<file path="config.mk">
export PLATFORM = sky130hd
export DESIGN_NAME = pipe_stage_elastic
export DESIGN_NICKNAME = d
export VERILOG_FILES = /design/src/rtl/pipe_stage_elastic.sv
export SDC_FILE = /design/constraint.sdc
export NUM_CORES = 1
export LEC_CHECK = 0
export BUFFER_PORTS_ARGS = -buffer_cell sky130_fd_sc_hd__buf_2
export CORE_MARGIN = 2
export CORE_UTILIZATION = 45
export DETAILED_ROUTE_END_ITERATION = 10
export MAX_ROUTING_LAYER = met4
export PLACE_DENSITY = 0.69
export SLEW_MARGIN = 20
export SYNTH_ARGS = -nofsm -noshare
export SYNTH_HDL_FRONTEND = slang
export SYNTH_SLANG_ARGS = --single-unit
</file>
<file path="constraint.sdc">
create_clock -name clk -period 3 [get_ports clk]
set_clock_uncertainty 0.15 [all_clocks]
set_input_delay 0.15 -clock clk [delete_from_list [all_inputs] [get_ports clk]]
set_output_delay 0.15 -clock clk [all_outputs]
set_load 0.02 [all_outputs]
</file>
<file path="src/rtl/pipe_stage_elastic.sv">
// Elastic pipeline stage: main+skid entries, registered s_ready, sync flush.
// Optional perf counters enabled by defining PIPE_PERF_EN.
module pipe_stage_elastic #(
  parameter int                DATA_W    = 32,
  parameter logic [DATA_W-1:0] RESET_VAL = '0,
  parameter int                CNT_W     = 32
) (
  input  logic              clk,
  input  logic              rst_n,
  input  logic              flush_i,
  input  logic              s_valid,
  output logic              s_ready,
  input  logic [DATA_W-1:0] s_data,
  output logic              m_valid,
  input  logic              m_ready,
  output logic [DATA_W-1:0] m_data
`ifdef PIPE_PERF_EN
  ,
  output logic [CNT_W-1:0]  stall_cnt,
  output logic [CNT_W-1:0]  bubble_cnt
`endif
);

  typedef enum logic [1:0] {
    EMPTY = 2'd0,
    ONE   = 2'd1,
    TWO   = 2'd2
  } state_t;

  state_t            state;
  logic [DATA_W-1:0] main_q;
  logic [DATA_W-1:0] skid_q;
  logic              s_fire;
  logic              m_fire;

  assign s_fire = s_valid & s_ready;
  assign m_fire = m_valid & m_ready;
  assign m_data = main_q;

  // Occupancy FSM; handshake flags are registered alongside the state.
  always_ff @(posedge clk or negedge rst_n) begin
    if (!rst_n) begin
      state   <= EMPTY;
      main_q  <= RESET_VAL;
      skid_q  <= RESET_VAL;
      m_valid <= 1'b0;
      s_ready <= 1'b1;
    end else if (flush_i) begin
      state   <= EMPTY;
      m_valid <= 1'b0;
      s_ready <= 1'b1;
    end else begin
      unique case (state)
        EMPTY: begin
          if (s_fire) begin
            main_q  <= s_data;
            state   <= ONE;
            m_valid <= 1'b1;
          end
        end
        ONE: begin
          unique case (1'b1)
            s_fire && m_fire: begin
              main_q <= s_data;
            end
            s_fire && !m_fire: begin
              skid_q  <= s_data;
              state   <= TWO;
              s_ready <= 1'b0;
            end
            !s_fire && m_fire: begin
              state   <= EMPTY;
              m_valid <= 1'b0;
            end
            default: ;
          endcase
        end
        TWO: begin
          if (m_fire) begin
            main_q  <= skid_q;
            state   <= ONE;
            s_ready <= 1'b1;
          end
        end
        default: begin
          state   <= EMPTY;
          m_valid <= 1'b0;
          s_ready <= 1'b1;
        end
      endcase
    end
  end

`ifdef PIPE_PERF_EN
  localparam logic [CNT_W-1:0] CntOne = {{(CNT_W-1){1'b0}}, 1'b1};

  // Saturating stall/bubble counters, sampled from pre-edge handshake.
  always_ff @(posedge clk or negedge rst_n) begin
    if (!rst_n) begin
      stall_cnt  <= '0;
      bubble_cnt <= '0;
    end else begin
      if (m_valid && !m_ready && (stall_cnt != '1))
        stall_cnt <= stall_cnt + CntOne;
      if (!m_valid && (bubble_cnt != '1))
        bubble_cnt <= bubble_cnt + CntOne;
    end
  end
`endif

endmodule

</file>
### Yosys cells after proc, flatten, opt, wreduce, memory -nomap -nowiden

Cells that the tools add are included.

* flip-flop bits (word level): 68
* bits of input ports: 37

* equality and inequality tests: 12
* muxes and demuxes: 17
* bitwise gates (word level): 3
* reduce and logical (&&, ||, !) cells: 12

Operators with widths (number)
* 2-to-1 mux 32 bit: 3
* one-hot mux 32 bit (3 select lines): 1
* != test 3 bit, second input constant: 4
* AND reduction 3 bit: 4
* != test 2 bit, second input constant: 5
* 2-to-1 mux 1 bit: 6
* 2-to-1 mux 2 bit: 3
* one-hot mux 1 bit (3 select lines): 2
* one-hot mux 2 bit (3 select lines): 1
* AND reduction 5 bit: 1
* != test 4 bit, second input constant: 1
* one-hot mux 2 bit (2 select lines): 1
* logical AND 1 bit: 3
* nonzero test 3 bit: 1
* bitwise AND 1 bit: 2
* == test 2 x 1 -> 1 bit, second input constant: 1
* == test 2 bit, second input constant: 1
* zero test 1 bit: 2
* zero test 2 bit: 1
* inverter 1 bit: 1

### Depth between registers and ports, before layout

Gate-level depths: netlist of run 1.

* depth in word-level cells: 6
* gate-level depth with buffers: 5

### Worst setup path after synthesis of run 1

Ideal clock, no wire load.

* kind: reg-to-reg
* start point: reg s_ready
* end point: reg main_q[0] (netlist: m_data[0])
* arrival: 1.534 ns
* path slack: 1.188 ns
* stages on the path, launching flop included: 5
* clock period less this slack: 1.812 ns
* path through: dfstp_2 and3b_1 a32o_2 buf_6 mux2_1

* longest elaborated chain between the ends: 4
* elaborated cells between the ends (all ways): 5
* classes of those cells: 2 x eq/ne; 1 x bitwise; 2 x reduce/logical

RTL lines
* from (decl): RTL line 12 `output logic s_ready,`
* from (signal assigned): RTL line 47 `s_ready <= 1'b1;`
* from (signal assigned): RTL line 51 `s_ready <= 1'b1;`
* from (signal assigned): RTL line 69 `s_ready <= 1'b0;`
* bitwise AND 1 bit *: RTL line 36 `assign s_fire = s_valid & s_ready;`
* logical AND 1 bit: RTL line 63 `s_fire && m_fire: begin`
* != test 2 bit (no line)
* AND reduction 5 bit (no line) *
* to (signal assigned): RTL line 56 `main_q <= s_data;`
* to (signal assigned): RTL line 64 `main_q <= s_data;`
* to (signal assigned): RTL line 80 `main_q <= skid_q;`
* to (decl): RTL line 31 `logic [DATA_W-1:0] main_q;`

Mark *: on every way between the ends. The rest lies on a longest branch, timed or not.
A chain may end at the register's enable or synchronous reset.

### Worst setup path after layout of run 1

* start point: reg s_ready
* end point: reg skid_q[19]

* longest elaborated chain between the ends: 3

RTL lines
* bitwise AND 1 bit: RTL line 36
* logical AND 1 bit: RTL line 66 `s_fire && !m_fire: begin`
* AND reduction 3 bit (no line)
* to (signal assigned): RTL line 67 `skid_q <= s_data;`
* to (decl): RTL line 32 `logic [DATA_W-1:0] skid_q;`

No other way between the ends.

==> flow_summary.ini, run 1 <==
[grt]
antenna_found_initial = 0
overflow = 0
grt_start_max_net_pins = 36
grt_pass1_vias = 2023
grt_util_all_layers_pct = 17.4
grt_pass1_wl_um = 9670

[timing]
finalMaxSlewViolations = 0
finalCriticalPeriod_ns = 2.21
tns_ns = 0
finalSetupViolations = 0
period_share_pct = 73.7
rsz0062_at_grt = false
slew_headroom_pct = 47.9
final-hold-violation-count = 0
fin_ws_ns = 0.790
worst_pin_slew_ns = 0.781
fmax_mhz = 453

[worst_setup_path]
crit_arrival_ns = 2.27
worstRegToRegCells = 4
reg2reg_to = skid_q[19]
reg2reg_from = s_ready
end_kind = register
crit_required_ns = 3.06
crit_type = reg -> reg
r2r_slack_ns = 0.79
start_kind = register
cp_max_fo = 13

[synthesis]
syn-cell-area_um2 = 3000
synth.top_cells.by_area = dfrtp_1 (56%), mux2_2 (25%), mux2_1 (11%)
synth_warnings = 0
yosysSeqAreaShare_pct = 56.7
yosysUniqueCellTypes = 23
ys_top_cells_by_count = dfrtp_1 (67), mux2_2 (66), mux2_1 (30), buf_2 (7), buf_6 (3)
synth_edf_count = 0
synth_top_area_share_pct = 55.9
ys.flop_type = dfrtp_1
yosysMostFrequentCell = dfrtp_1
yosys.area.top_type = dfrtp_1
async_flop_share_pct = 100
ys_ff_latch = 68
synth_nets = 233
syn_inst = 196
syn_area_per_cell_um2 = 15.3

[clocking]
cts_setup_buffers = 0
cts_tree = yes
cts_hold_buf = 35
ctsHtreeMaxLevel = 3
clkTransAtPathRegs_ns = 0.07
clockBufferDepth = 2
clock-sinks = 68
root_buffer = clkbuf_8
clkLatencyLatePin_ns = 0.33
numCtsBuffers = 9
ctsResizeCount = 0

[layout]
drive_above_1_share_pct = 51.4
fin_nets = 345
syn2layout_area_growth_pct = 33.6
insertedDiodeCount = 0

[place]
io_buffers = 70
dp_hpwl_um = 3720
dp_slack_ns = 0.781
gp_congestion = 0.805

[hold_path]
hold_path_depth = 3
hp-class = in -> reg
min_to = s_ready
min_from = s_valid

[route]
first_pass_iters = 4
wl_per_cell_um = 14.6
wl_um = 5680
vias = 1959
ant_nets = 0
drtIter0Drc = 37
post-route-drc-count = 0
drt-vias-per-instance = 5.02

[pwr]
power.internal_uw = 2330
p_sw_share_pct = 32.1
powerDensity_nw_per_um2 = 856
vdd_drop_max_mv = 0.483
leakage_uw = 0.00182
pwr-share-seq_pct = 45.1
p_sw_uw = 1100
power.share.clock_pct = 22.2
pwr-share-comb_pct = 32.7

[floorplan]
core-area_um2 = 6390
die_h_um = 85.7
die_x_um = 85.7
dieArea_um2 = 7340
io_pins = 71
start_util_pct = 47.0
num_rows = 29

[job]
max-cap-violations = 0

[run_status]
status = finished clean
==> placed cells by master (no fill, tap or decap), types with 2 or more instances in the layout <==
cell and instances:
buf_2 70, dfrtp_1 67, mux2_2 66, dlygate4sd3_1 35, mux2_1 30, clkbuf_8 11
buf_4 4, inv_1 2, and3b_1 2, nand2_1 2, a21oi_1 2, o21ai_0 2
clkinv_2 2, buf_12 2
==> layout make-up <==
class / count / area, um2
Tap cell: 77 / 96.3
Clock buffer: 12 / 155
Clock inverter: 4 / 47.5
Timing Repair Buffer: 111 / 771
Inverter: 2 / 7.51
Fill cell: 509 / 2380
Multi-Input combinational cell: 116 / 1230
Sequential cell: 68 / 1700
==> kinds of logic after synthesis <==
logic type / count (synthesis) / share of synthesized area, %
AND/OR/NAND/NOR: 9 / 1.88
multiplexers: 96 / 36.0
buffers and inverters: 12 / 2.54
AO/OA/AOI/OAI: 11 / 2.83
flip-flops: 68 / 56.7
==> registers in the layout, summed over array words and instances, names as in the netlist <==
name,flops
m_data,32
m_valid,1
s_ready,1
skid_q,32
state,2
==> critical path, cell delays in order (launching register included) <==
cell and delay [ns]:
dfstp_2 0.56, and3b_1 0.23, nand4_1 0.47, buf_4 0.40, mux2_2 0.29
==> worst max path at each step <==
stage,startpoint,to
6_report,s_ready,skid_q[19]
4_1_cts,s_ready,skid_q[19]
3_3_place_gp,s_ready,skid_q[23]
2_1_floorplan,s_ready,m_data[0]
3_5_place_dp,s_ready,skid_q[9]
5_1_grt,s_ready,skid_q[18]
==> metrics by stage <==
step	hold slack, ns	total power (uW)	area [um2]	instances	util, %
after floorplan	-0.296	2280	3000	196	-
after detailed placement	0.133	2670	3460	339	54.1
after CTS	0.0804	3470	4010	390	62.8
after global placement	0.128	2620	3460	339	54.1
after global routing	0.0854	3650	4010	390	62.8
final	0.0873	3430	4010	390	62.8
==> layer usage <==
metal  share of wire [%]  up-vias  wire (um)  track usage [%]
met5                   0        -          0                -
met4                 1.6        0         93             6.93
met3                 5.5        9        312             4.81
met2                  47       55       2650             27.4
met1                  46      956       2620             21.4
li1                    -      939          -                -
==> power by group through the flow <==
stage                     combinational (uW)  sequential (uW)  clock, uW
after global placement                  1070             1550          0
after floorplan                          480             1800          0
final                                   1120             1550        761
after detailed placement                1100             1570          0
after global routing                    1210             1610        828
after CTS                               1140             1550        780
No activity file was read; power rests on OpenSTA's default activity.
==> run 2, diff against run 1 <==
==> constraint.sdc (replaced) <==
create_clock -name clk -period 2.2 [get_ports clk]
set_clock_uncertainty 0.15 [all_clocks]
set_input_delay 0.11 -clock clk [delete_from_list [all_inputs] [get_ports clk]]
set_output_delay 0.11 -clock clk [all_outputs]
set_load 0.02 [all_outputs]
==> run 2 against run 1 <==
  * Flip-flop and latch count is the same
  * Critical endpoint is now m_data[5]
  * Largest power group unchanged
  * Sequential share of layout area is 0.45 points lower
  * Highest routed layer unchanged
  * First-iteration DRC count is 49% higher
  * Sequential power increased by 37%
  * Clock power rose by 31%
  * Via count grew 1.3%
==> flow_summary.ini, run 2 (synthesis gave the netlist of run 1 again) <==
[run_status]
status = finished clean

[grt]
grt_util_all_layers_pct = 17.7
antenna_found_initial = 0
grt_pass1_vias = 2091
overflow = 0
grt_start_max_net_pins = 31
grt_pass1_wl_um = 9650

[timing]
slew_headroom_pct = 69.4
finalMaxSlewViolations = 0
fmax_mhz = 516
final-hold-violation-count = 0
worst_pin_slew_ns = 0.459
rsz0062_at_grt = false
finalCriticalPeriod_ns = 1.94
tns_ns = 0
period_share_pct = 88.0
finalSetupViolations = 0

[pwr]
vdd_drop_max_mv = 0.787
power.share.clock_pct = 21.3
pwr-share-seq_pct = 45.6
p_sw_share_pct = 31.9
power.internal_uw = 3180
p_sw_uw = 1490
leakage_uw = 0.00185
pwr-share-comb_pct = 33.1
power_uw = 4670
powerDensity_nw_per_um2 = 1150

[hold_path]
hp-class = in -> async

[layout]
syn2layout_area_growth_pct = 35.0
final_common_cell = buf_2
layout_common_cells = buf_2 (70), dfrtp_1 (67), mux2_2 (66)
fin_nets = 350
insertedDiodeCount = 0
drive_above_1_share_pct = 51.3

[route]
wl_per_cell_um = 14.9
wl_um = 5860
post-route-drc-count = 0
vias = 1984
first_pass_iters = 4
drt-vias-per-instance = 5.05
ant_nets = 0
drtIter0Drc = 55

[floorplan]
core-area_um2 = 6390
start_util_pct = 47.0
dieArea_um2 = 7340
num_rows = 29
die_x_um = 85.7
die_h_um = 85.7
io_pins = 71

[clocking]
root_buffer = clkbuf_8
clockBufferDepth = 2
clkLatencyLatePin_ns = 0.33
clock-sinks = 68
cts_setup_buffers = 0
numCtsBuffers = 9
ctsResizeCount = 0
clkTransAtPathRegs_ns = 0.07
cts_tree = yes
ctsHtreeMaxLevel = 3

[place]
gp_congestion = 0.851
dp_hpwl_um = 3820
io_buffers = 70

[worst_setup_path]
cp_max_fo = 20
crit_required_ns = 2.27
crit_type = reg -> reg
crit_arrival_ns = 2.00
start_kind = register
end_kind = register

[job]
max-cap-violations = 0
-- run 2: changes by cell type in the layout (fill, tap and decap cells not counted) --
cell and change:
clkinv_2 -1, buf_4 +2, dlygate4sd3_1 +2, buf_12 +1, clkinvlp_4 -1
-- run 2: critical path: stages (launching register included) --
cell	delay (ns)
dfstp_2	0.56
and3b_1	0.22
a32o_2	0.34
buf_12	0.21
mux2_1	0.34
-- run 2: area by class of cell --
type                            instances  area [um2]
Timing Repair Buffer                  116         826
Multi-Input combinational cell        116        1230
Tap cell                               77        96.3
Sequential cell                        68        1700
Inverter                                2        7.51
Fill cell                             517        2330
Clock buffer                           12         155
Clock inverter                          2        35.0
-- run 2: layer usage --
layer / vias to the layer above / wire length [um] / track usage, %
met4: 0 / 60 / 6.49
met1: 983 / 2600 / 20.9
met3: 7 / 386 / 6.74
li1: 943 / - / -
met2: 51 / 2810 / 27.6
met5: - / 0 / -
-- run 2: what timing repair did --
action / in CTS / in global routing
endpoints found under the setup margin: 0 / 0
hold buffers: 37 / 0
endpoints found under the hold margin: 112 / 0
-- run 2: per-stage QoR --
step	hold slack (ns)	std cells	setup slack [ns]	util, %	instance area (um2)
finish	0.108	393	0.264	63.5	4050
global route	0.127	393	0.145	63.5	4050
CTS	0.109	393	0.251	63.5	4050
detailed placement	-0.0674	342	0.265	54.7	3490
global placement	-0.0668	342	0.293	54.7	3490
floorplan	-0.336	196	0.388	-	3000
-- run 2: final timing paths --
check	start	endpoint	slack [ns]	cells past startpoint
worst min-delay path	rst_n	skid_q[26]	0.11	2
worst max register to register	s_ready	m_data[5]	0.26	4
worst min register to register	m_data[19]	m_data[19]	0.33	1
worst max-delay path	s_ready	m_data[5]	0.26	4
min in group clk	m_data[19]	m_data[19]	0.33	1
max in group asynchronous	rst_n	m_data[12]	1.16	3
-- run 2: power by group through the flow --
| stage | combinational [uW] | clock, uW | sequential (uW) |
|---|---|---|---|
| after detailed placement | 1510 | 0 | 2150 |
| after global placement | 1470 | 0 | 2120 |
| final | 1540 | 996 | 2130 |
| after floorplan | 654 | 0 | 2450 |
| after global routing | 1670 | 1080 | 2200 |
| after CTS | 1570 | 1030 | 2130 |
